## config.mk

```make
export PLATFORM = sky130hd
export DESIGN_NAME = lmb_port_arbiter
export DESIGN_NICKNAME = d
export VERILOG_FILES = /design/src/rtl/lmb_arb_pkg.sv /design/src/rtl/lmb_byte_merge.sv /design/src/rtl/lmb_port_arbiter.sv
export SDC_FILE = /design/constraint.sdc
export NUM_CORES = 1
export LEC_CHECK = 0
export BUFFER_PORTS_ARGS = -buffer_cell sky130_fd_sc_hd__clkbuf_2
export CAP_MARGIN = 20
export CORE_AREA = 2 2 121 123
export CTS_BUF_LIST = sky130_fd_sc_hd__clkbuf_8
export DETAILED_ROUTE_END_ITERATION = 16
export DIE_AREA = 0 0 123 125
export MAX_ROUTING_LAYER = met4
export PLACE_DENSITY = 0.79
export SETUP_SLACK_MARGIN = 0.2
export SLEW_MARGIN = 20
export SYNTH_ARGS = -nofsm -noshare
export SYNTH_HDL_FRONTEND = slang
export SYNTH_HIERARCHICAL = 1
export SYNTH_SLANG_ARGS = --single-unit
```

## constraint.sdc

```tcl
create_clock -name clk -period 2.86 [get_ports clk]
set_clock_uncertainty 0.1 [all_clocks]
set_input_delay 0.286 -clock clk [delete_from_list [all_inputs] [get_ports clk]]
set_output_delay 0.286 -clock clk [all_outputs]
set_load 0.05 [all_outputs]
```

## src/rtl/lmb_arb_pkg.sv

```systemverilog
// Shared types and helpers for the two-port LMB RAM arbiter.
package lmb_arb_pkg;

  typedef enum logic [1:0] {
    IDLE  = 2'd0,
    MERGE = 2'd1,
    RESP  = 2'd2
  } state_e;

  localparam logic [3:0] STRB_FULL = 4'b1111;

  localparam logic M0 = 1'b0;
  localparam logic M1 = 1'b1;

  // Naturally aligned bytes, halfwords and the full word only.
  function automatic logic strobe_legal(input logic [3:0] strobe);
    case (strobe)
      4'b0001, 4'b0010, 4'b0100, 4'b1000,
      4'b0011, 4'b1100, 4'b1111: strobe_legal = 1'b1;
      default:                   strobe_legal = 1'b0;
    endcase
  endfunction

endpackage

```

## src/rtl/lmb_byte_merge.sv

```systemverilog
// Per-lane select between old and new data under a byte strobe (combinational).
module lmb_byte_merge #(
  parameter int DATA_WIDTH = 32
) (
  input  logic [DATA_WIDTH-1:0]   old_data,
  input  logic [DATA_WIDTH-1:0]   new_data,
  input  logic [DATA_WIDTH/8-1:0] strobe,
  output logic [DATA_WIDTH-1:0]   merged
);

  always_comb begin
    merged = old_data;
    for (int i = 0; i < DATA_WIDTH/8; i++) begin
      if (strobe[i]) merged[8*i +: 8] = new_data[8*i +: 8];
    end
  end

endmodule

```

## src/rtl/lmb_port_arbiter.sv

```systemverilog
// Round-robin sharing of one LMB block RAM between the core data port (m0)
// and the boot/debug port (m1); sub-word writes become read-merge-write.
//
// state | meaning
// IDLE  | arbitrate; drive the RAM straight from the winning request
// MERGE | RAM read data back; write the merged word
// RESP  | completion pulse (ready/err/rdata) to the owner
module lmb_port_arbiter
  import lmb_arb_pkg::*;
#(
  parameter int DATA_WIDTH = 32
) (
  input  logic                  clk,
  input  logic                  rst,
  input  logic                  m0_req,
  input  logic                  m0_we,
  input  logic [3:0]            m0_strobe,
  input  logic [DATA_WIDTH-1:0] m0_addr,
  input  logic [DATA_WIDTH-1:0] m0_wdata,
  output logic [DATA_WIDTH-1:0] m0_rdata,
  output logic                  m0_ready,
  output logic                  m0_err,
  input  logic                  m1_req,
  input  logic                  m1_we,
  input  logic [3:0]            m1_strobe,
  input  logic [DATA_WIDTH-1:0] m1_addr,
  input  logic [DATA_WIDTH-1:0] m1_wdata,
  output logic [DATA_WIDTH-1:0] m1_rdata,
  output logic                  m1_ready,
  output logic                  m1_err,
  output logic                  mem_en,
  output logic                  mem_we,
  output logic [DATA_WIDTH-1:0] mem_addr,
  output logic [DATA_WIDTH-1:0] mem_wdata,
  input  logic [DATA_WIDTH-1:0] mem_rdata,
  output logic                  gnt_id
);

  state_e                state_q, state_d;
  logic                  last_gnt_q, last_gnt_d;
  logic                  id_q, id_d;
  logic                  we_q, we_d;
  logic                  err_q, err_d;
  logic [3:0]            strobe_q, strobe_d;
  logic [DATA_WIDTH-1:0] addr_q, addr_d;
  logic [DATA_WIDTH-1:0] wdata_q, wdata_d;

  logic                  gnt_valid, gnt_sel;
  logic                  sel_we, sel_legal, sel_full;
  logic [3:0]            sel_strobe;
  logic [DATA_WIDTH-1:0] sel_addr, sel_wdata, sel_addr_al, merged;
  logic                  unused_addr_lsb;

  // Byte offset is carried by the strobe; only the word address matters.
  assign unused_addr_lsb = ^{m0_addr[1:0], m1_addr[1:0]};

  // Gating with rst keeps the req->mem path quiet while held in reset.
  assign gnt_valid   = rst & (m0_req | m1_req);
  assign gnt_sel     = (m0_req & m1_req) ? ~last_gnt_q : m1_req;
  assign sel_we      = gnt_sel ? m1_we     : m0_we;
  assign sel_strobe  = gnt_sel ? m1_strobe : m0_strobe;
  assign sel_addr    = gnt_sel ? m1_addr   : m0_addr;
  assign sel_wdata   = gnt_sel ? m1_wdata  : m0_wdata;
  assign sel_addr_al = {sel_addr[DATA_WIDTH-1:2], 2'b00};
  assign sel_legal   = strobe_legal(sel_strobe);
  assign sel_full    = (sel_strobe == STRB_FULL);

  lmb_byte_merge #(.DATA_WIDTH(DATA_WIDTH)) u_merge (
    .old_data (mem_rdata),
    .new_data (wdata_q),
    .strobe   (strobe_q),
    .merged   (merged)
  );

  always_ff @(posedge clk or negedge rst) begin
    if (!rst) begin
      state_q    <= IDLE;
      last_gnt_q <= M1;
      id_q       <= M0;
      we_q       <= 1'b0;
      err_q      <= 1'b0;
      strobe_q   <= '0;
      addr_q     <= '0;
      wdata_q    <= '0;
    end else begin
      state_q    <= state_d;
      last_gnt_q <= last_gnt_d;
      id_q       <= id_d;
      we_q       <= we_d;
      err_q      <= err_d;
      strobe_q   <= strobe_d;
      addr_q     <= addr_d;
      wdata_q    <= wdata_d;
    end
  end

  always_comb begin
    state_d    = state_q;
    last_gnt_d = last_gnt_q;
    id_d       = id_q;
    we_d       = we_q;
    err_d      = err_q;
    strobe_d   = strobe_q;
    addr_d     = addr_q;
    wdata_d    = wdata_q;
    case (state_q)
      IDLE: begin
        if (gnt_valid) begin
          last_gnt_d = gnt_sel;
          id_d       = gnt_sel;
          we_d       = sel_we;
          err_d      = sel_we & ~sel_legal;
          strobe_d   = sel_strobe;
          addr_d     = sel_addr_al;
          wdata_d    = sel_wdata;
          state_d    = (sel_we & sel_legal & ~sel_full) ? MERGE : RESP;
        end
      end
      MERGE:   state_d = RESP;
      RESP:    state_d = IDLE;
      default: state_d = IDLE;
    endcase
  end

  always_comb begin
    mem_en    = 1'b0;
    mem_we    = 1'b0;
    mem_addr  = '0;
    mem_wdata = '0;
    m0_ready  = 1'b0;
    m0_err    = 1'b0;
    m0_rdata  = '0;
    m1_ready  = 1'b0;
    m1_err    = 1'b0;
    m1_rdata  = '0;
    gnt_id    = id_q;
    case (state_q)
      IDLE: begin
        if (gnt_valid && (!sel_we || sel_legal)) begin
          mem_en   = 1'b1;
          mem_we   = sel_we & sel_full;
          mem_addr = sel_addr_al;
          if (sel_we && sel_full) mem_wdata = sel_wdata;
        end
      end
      MERGE: begin
        mem_en    = 1'b1;
        mem_we    = 1'b1;
        mem_addr  = addr_q;
        mem_wdata = merged;
      end
      RESP: begin
        if (id_q == M0) begin
          m0_ready = 1'b1;
          m0_err   = err_q;
          if (!we_q) m0_rdata = mem_rdata;
        end else begin
          m1_ready = 1'b1;
          m1_err   = err_q;
          if (!we_q) m1_rdata = mem_rdata;
        end
      end
      default: ;
    endcase
  end

endmodule

```

==> implementation parameters <==
Parameter                              Value

Yosys
  Distinct cell type count of the synthesized netlist ... 34
  Sequential fraction of the synthesis area ... 0.348
  Async SR Flop Fraction ... 1.00
  Top_reg_cell synth ... sky130_fd_sc_hd__dfrtp_1
  Netlist area before placement ... 5180 µm²
  Number of flops mapped to enable cells by yosys ... 0
  Synth warn ... 6
  Number of standard cells after synthesis ... about 630
  Per-instance average area after synthesis ... 8.25 µm²
  Synth top area cells ... sky130_fd_sc_hd__dfrtp_1, sky130_fd_sc_hd__nand2_1, sky130_fd_sc_hd__mux2_4
  Top cell type by total area after synthesis ... sky130_fd_sc_hd__dfrtp_1
  Portion of synthesized cell area occupied by the leading cell type ... 0.343
  Flops & latches, synth ... 72

Routing
  Total via count after detailed routing ... around 5700
  Detail-routed via count per cell ... roughly 5.2
  DR iter-0 viols ... 252
  Number of nets with antenna violations after routing ... 0
  WL final ... 19700 µm
  Remaining DRCs ... 0
  Mean routed wirelength per cell ... 17.8 µm
  Detailed Routing Iterations Pass 1 ... 4

Pwr
  Total power per unit cell area ... between 500 and 600 nW/µm²
  Peak supply drop ... approximately 0.31 mV
  Leakage power of the design ... 4.41 nW

Timing
  Unrepaired setup endpoints after global routing ... true
  Period Utilization, post-route ... 0.990
  Worst Tran Pin Value ... ~1.1 ns
  Minimum clock period ... 2.83 ns
  Count of final max-slew check failures ... 0
  Max Clock Freq ... between 0.3 and 0.4 GHz
  Smallest setup slack after layout ... 0.0272 ns
  Setup TNS after final layout ... 0 ns
  Slew Limit Headroom ... 0.275
  Number of hold violations in the final report ... 0
  Count of final setup violators ... 0

Run
  Number of maximum-capacitance violations ... 0

Critical path
  Worst setup startpoint ... last_gnt_q
  Setup CP Type ... reg -> out
  Critical Path Source Type ... register
  Critical Path End Type ... output port
  Capture instance of the worst register-to-register path ... wdata_q[0]
  Length in cells of the worst reg-to-reg path ... 5
  Arrival time at the worst endpoint ... ~2.5 ns
  Critical register-to-register path startpoint ... last_gnt_q
  WP data required ... 2.47 ns
  Setup slack on the worst flop-to-flop path ... 0.87 ns
  Crit-path max FO ... 8
  Worst setup path end ... mem_wdata[28]

Placed design
  Cell count after placement ... 1071
  Final weighted congestion in routability-driven placement ... 0.827
  Half-perimeter wire length of the detailed placement result ... about 12000 µm
  Placement-stage worst setup slack ... roughly 0.2 ns
  Count of buffers from port buffering ... between 300 and 400

CTS
  Clock tree from TritonCTS ... yes
  Clock tree sinks ... 72
  Root buffer cell ... sky130_fd_sc_hd__clkbuf_8
  Insertion delay of the later-clocked pin in the worst-skew pair ... about 0.36 ns
  H-Tree Depth ... 3
  Clock transition at the register clock pins on the worst setup and hold paths after CTS ... 0.09 ns
  Number of hold buffers added after CTS ... 0
  Number of clock buffers inserted by TritonCTS ... 9
  Max clock buf depth ... 2

Min path
  Min-delay worst type ... in -> async

Layout
  Area taken by flip-flops and latches ... 1800 µm²
  Share of post-route cells with drive strength above 1 ... 0.488
  Number of nets in the layout ... around 1100
  Filler cells ... 1194
  Core utilization of the finished layout ... 0.589
  Non-filler instance count after layout ... 1104
  Area used by multi-input combinational logic ... between 3000 and 4000 µm²
  Area growth from synthesis to layout ... 61.4%
  Count of inserted antenna diode cells ... 0

Global routing
  Tot GR Track Use ... 0.250
  Global-route congestion overflow total ... 0
  Maximum number of pins on one net before global-route repair ... 73
  Initial antenna violation count ... 0
  Global-route wire length before repair ... 29000 µm
  Vias in the first global route ... 5633

Die
  Area inside the core boundary ... 14200 µm²
  I/O pin total ... roughly 310
  Effective utilization at floorplan ... 0.365
  Overall die area ... between 15000 and 20000 µm²
  Chip height ... between 100 and 150 µm
  Cell Rows ... between 40 and 50
  Die X-Extent ... ~120 µm

Status
  Outcome ... complete, no violations
-- per-stage QoR --
stage | hold slack [ns] | power [mW] | cell area, µm²
finish | 0.0464 | 4.61 | 8360
global route | 0.128 | 4.85 | 8360
CTS | 0.0728 | 4.55 | 8200
detailed placement | 0.366 | 3.49 | 7240
global placement | 0.358 | 3.45 | 7240
floorplan | -0.110 | 2.95 | 5440
-- final cells by class --
type	count	share of cell area
Clock inverter	7	0.0106
Tap cell	184	0.0275
Timing Repair Buffer	330	0.302
Clock buffer	9	0.0148
Inverter	6	0.00269
Sequential cell	72	0.216
Multi-Input combinational cell	496	0.427
-- worst min-delay path by stage --
stage / cells after the start / endpoint / slack (ns) / start
detailed placement: 1 / addr_q[16] / 0.37 / addr_q[16]
floorplan: 0 / addr_q[10] / -0.11 / rst
global route: 2 / state_q[0] / 0.13 / rst
CTS: 2 / state_q[0] / 0.07 / rst
global placement: 1 / addr_q[9] / 0.36 / addr_q[9]
finish: 2 / state_q[0] / 0.05 / rst
-- power by group --
part           leakage, nW  internal, mW  switching (mW)
combinational         3.40         0.913            1.26
clock                0.112         0.485           0.407
sequential           0.895          1.29           0.253
-- state kept, by name, summed over array words and instances (netlist names) --
| name | cells |
|---|---|
| gnt_id | 1 |
| state_q | 2 |
| we_q | 1 |
| err_q | 1 |
| wdata_q | 32 |
| addr_q | 30 |
| strobe_q | 4 |
| last_gnt_q | 1 |
-- routing by layer --
metal / track usage / routed length, µm
met2: 0.430 / 9960
met5: - / 0
met3: 0.0429 / 1280
met4: 0.0755 / 437
met1: 0.297 / 7980
-- layout by cell type (no fill, tap or decap), drive strengths merged, types with 2 or more instances in the layout --
master,Yosys,final
mux2,32,32
nand2,133,133
bufbuf,0,2
buf,13,77
nor3,2,2
o21ai,75,75
dfrtp,71,71
mux2i,39,39
and3,3,3
clkbuf,42,260
nand2b,32,32
nand3,2,2
a21oi,30,30
a22o,30,30
or4,2,2
nor2,72,72
bufinv,0,2
conb,1,2
clkinv,0,2
inv,6,8
a21o,33,33
-- kinds of logic (layout without fill, tap and decap cells) --
logic type | after synthesis | in the layout | synth area share
flip-flops | 72 | 72 | 0.348
multiplexers | 71 | 71 | 0.168
XOR/XNOR | 1 | 1 | 0.00169
AND/OR/NAND/NOR | 247 | 247 | 0.199
buffers and inverters | 61 | 352 | 0.0563
other | 1 | 2 | 0.000724
AO/OA/AOI/OAI | 175 | 175 | 0.226
-- worst max-delay path, stage by stage, from the launching register on --
cell                        delay (ns)
sky130_fd_sc_hd__dfstp_2          0.55
sky130_fd_sc_hd__a21bo_4          0.17
sky130_fd_sc_hd__mux2i_2          0.10
sky130_fd_sc_hd__or4_4            0.59
sky130_fd_sc_hd__bufbuf_16        0.33
sky130_fd_sc_hd__o21ai_4          0.15
sky130_fd_sc_hd__clkbuf_8         0.19
-- repair_timing --
item | CTS | global route
hold endpoints to repair | 0 | 0
setup endpoints to repair | 62 | 106
gates resized for setup | 124 | 54
pin swaps | 13 | 10
gates cloned | 6 | 3
setup buffers | 8 | 0
-- cell usage after synthesis (3+ instances only) --
cell type / count
sky130_fd_sc_hd__a21o_1: 33
sky130_fd_sc_hd__a21oi_1: 30
sky130_fd_sc_hd__a22o_1: 30
sky130_fd_sc_hd__and3_1: 3
sky130_fd_sc_hd__buf_6: 7
sky130_fd_sc_hd__clkbuf_1: 42
sky130_fd_sc_hd__dfrtp_1: 71
sky130_fd_sc_hd__inv_1: 6
sky130_fd_sc_hd__mux2_4: 32
sky130_fd_sc_hd__mux2i_1: 39
sky130_fd_sc_hd__nand2_1: 133
sky130_fd_sc_hd__nand2b_1: 32
sky130_fd_sc_hd__nor2_1: 72
sky130_fd_sc_hd__o21ai_0: 46
sky130_fd_sc_hd__o21ai_1: 10
sky130_fd_sc_hd__o21ai_2: 19
No activity file was read; power rests on OpenSTA's default activity.
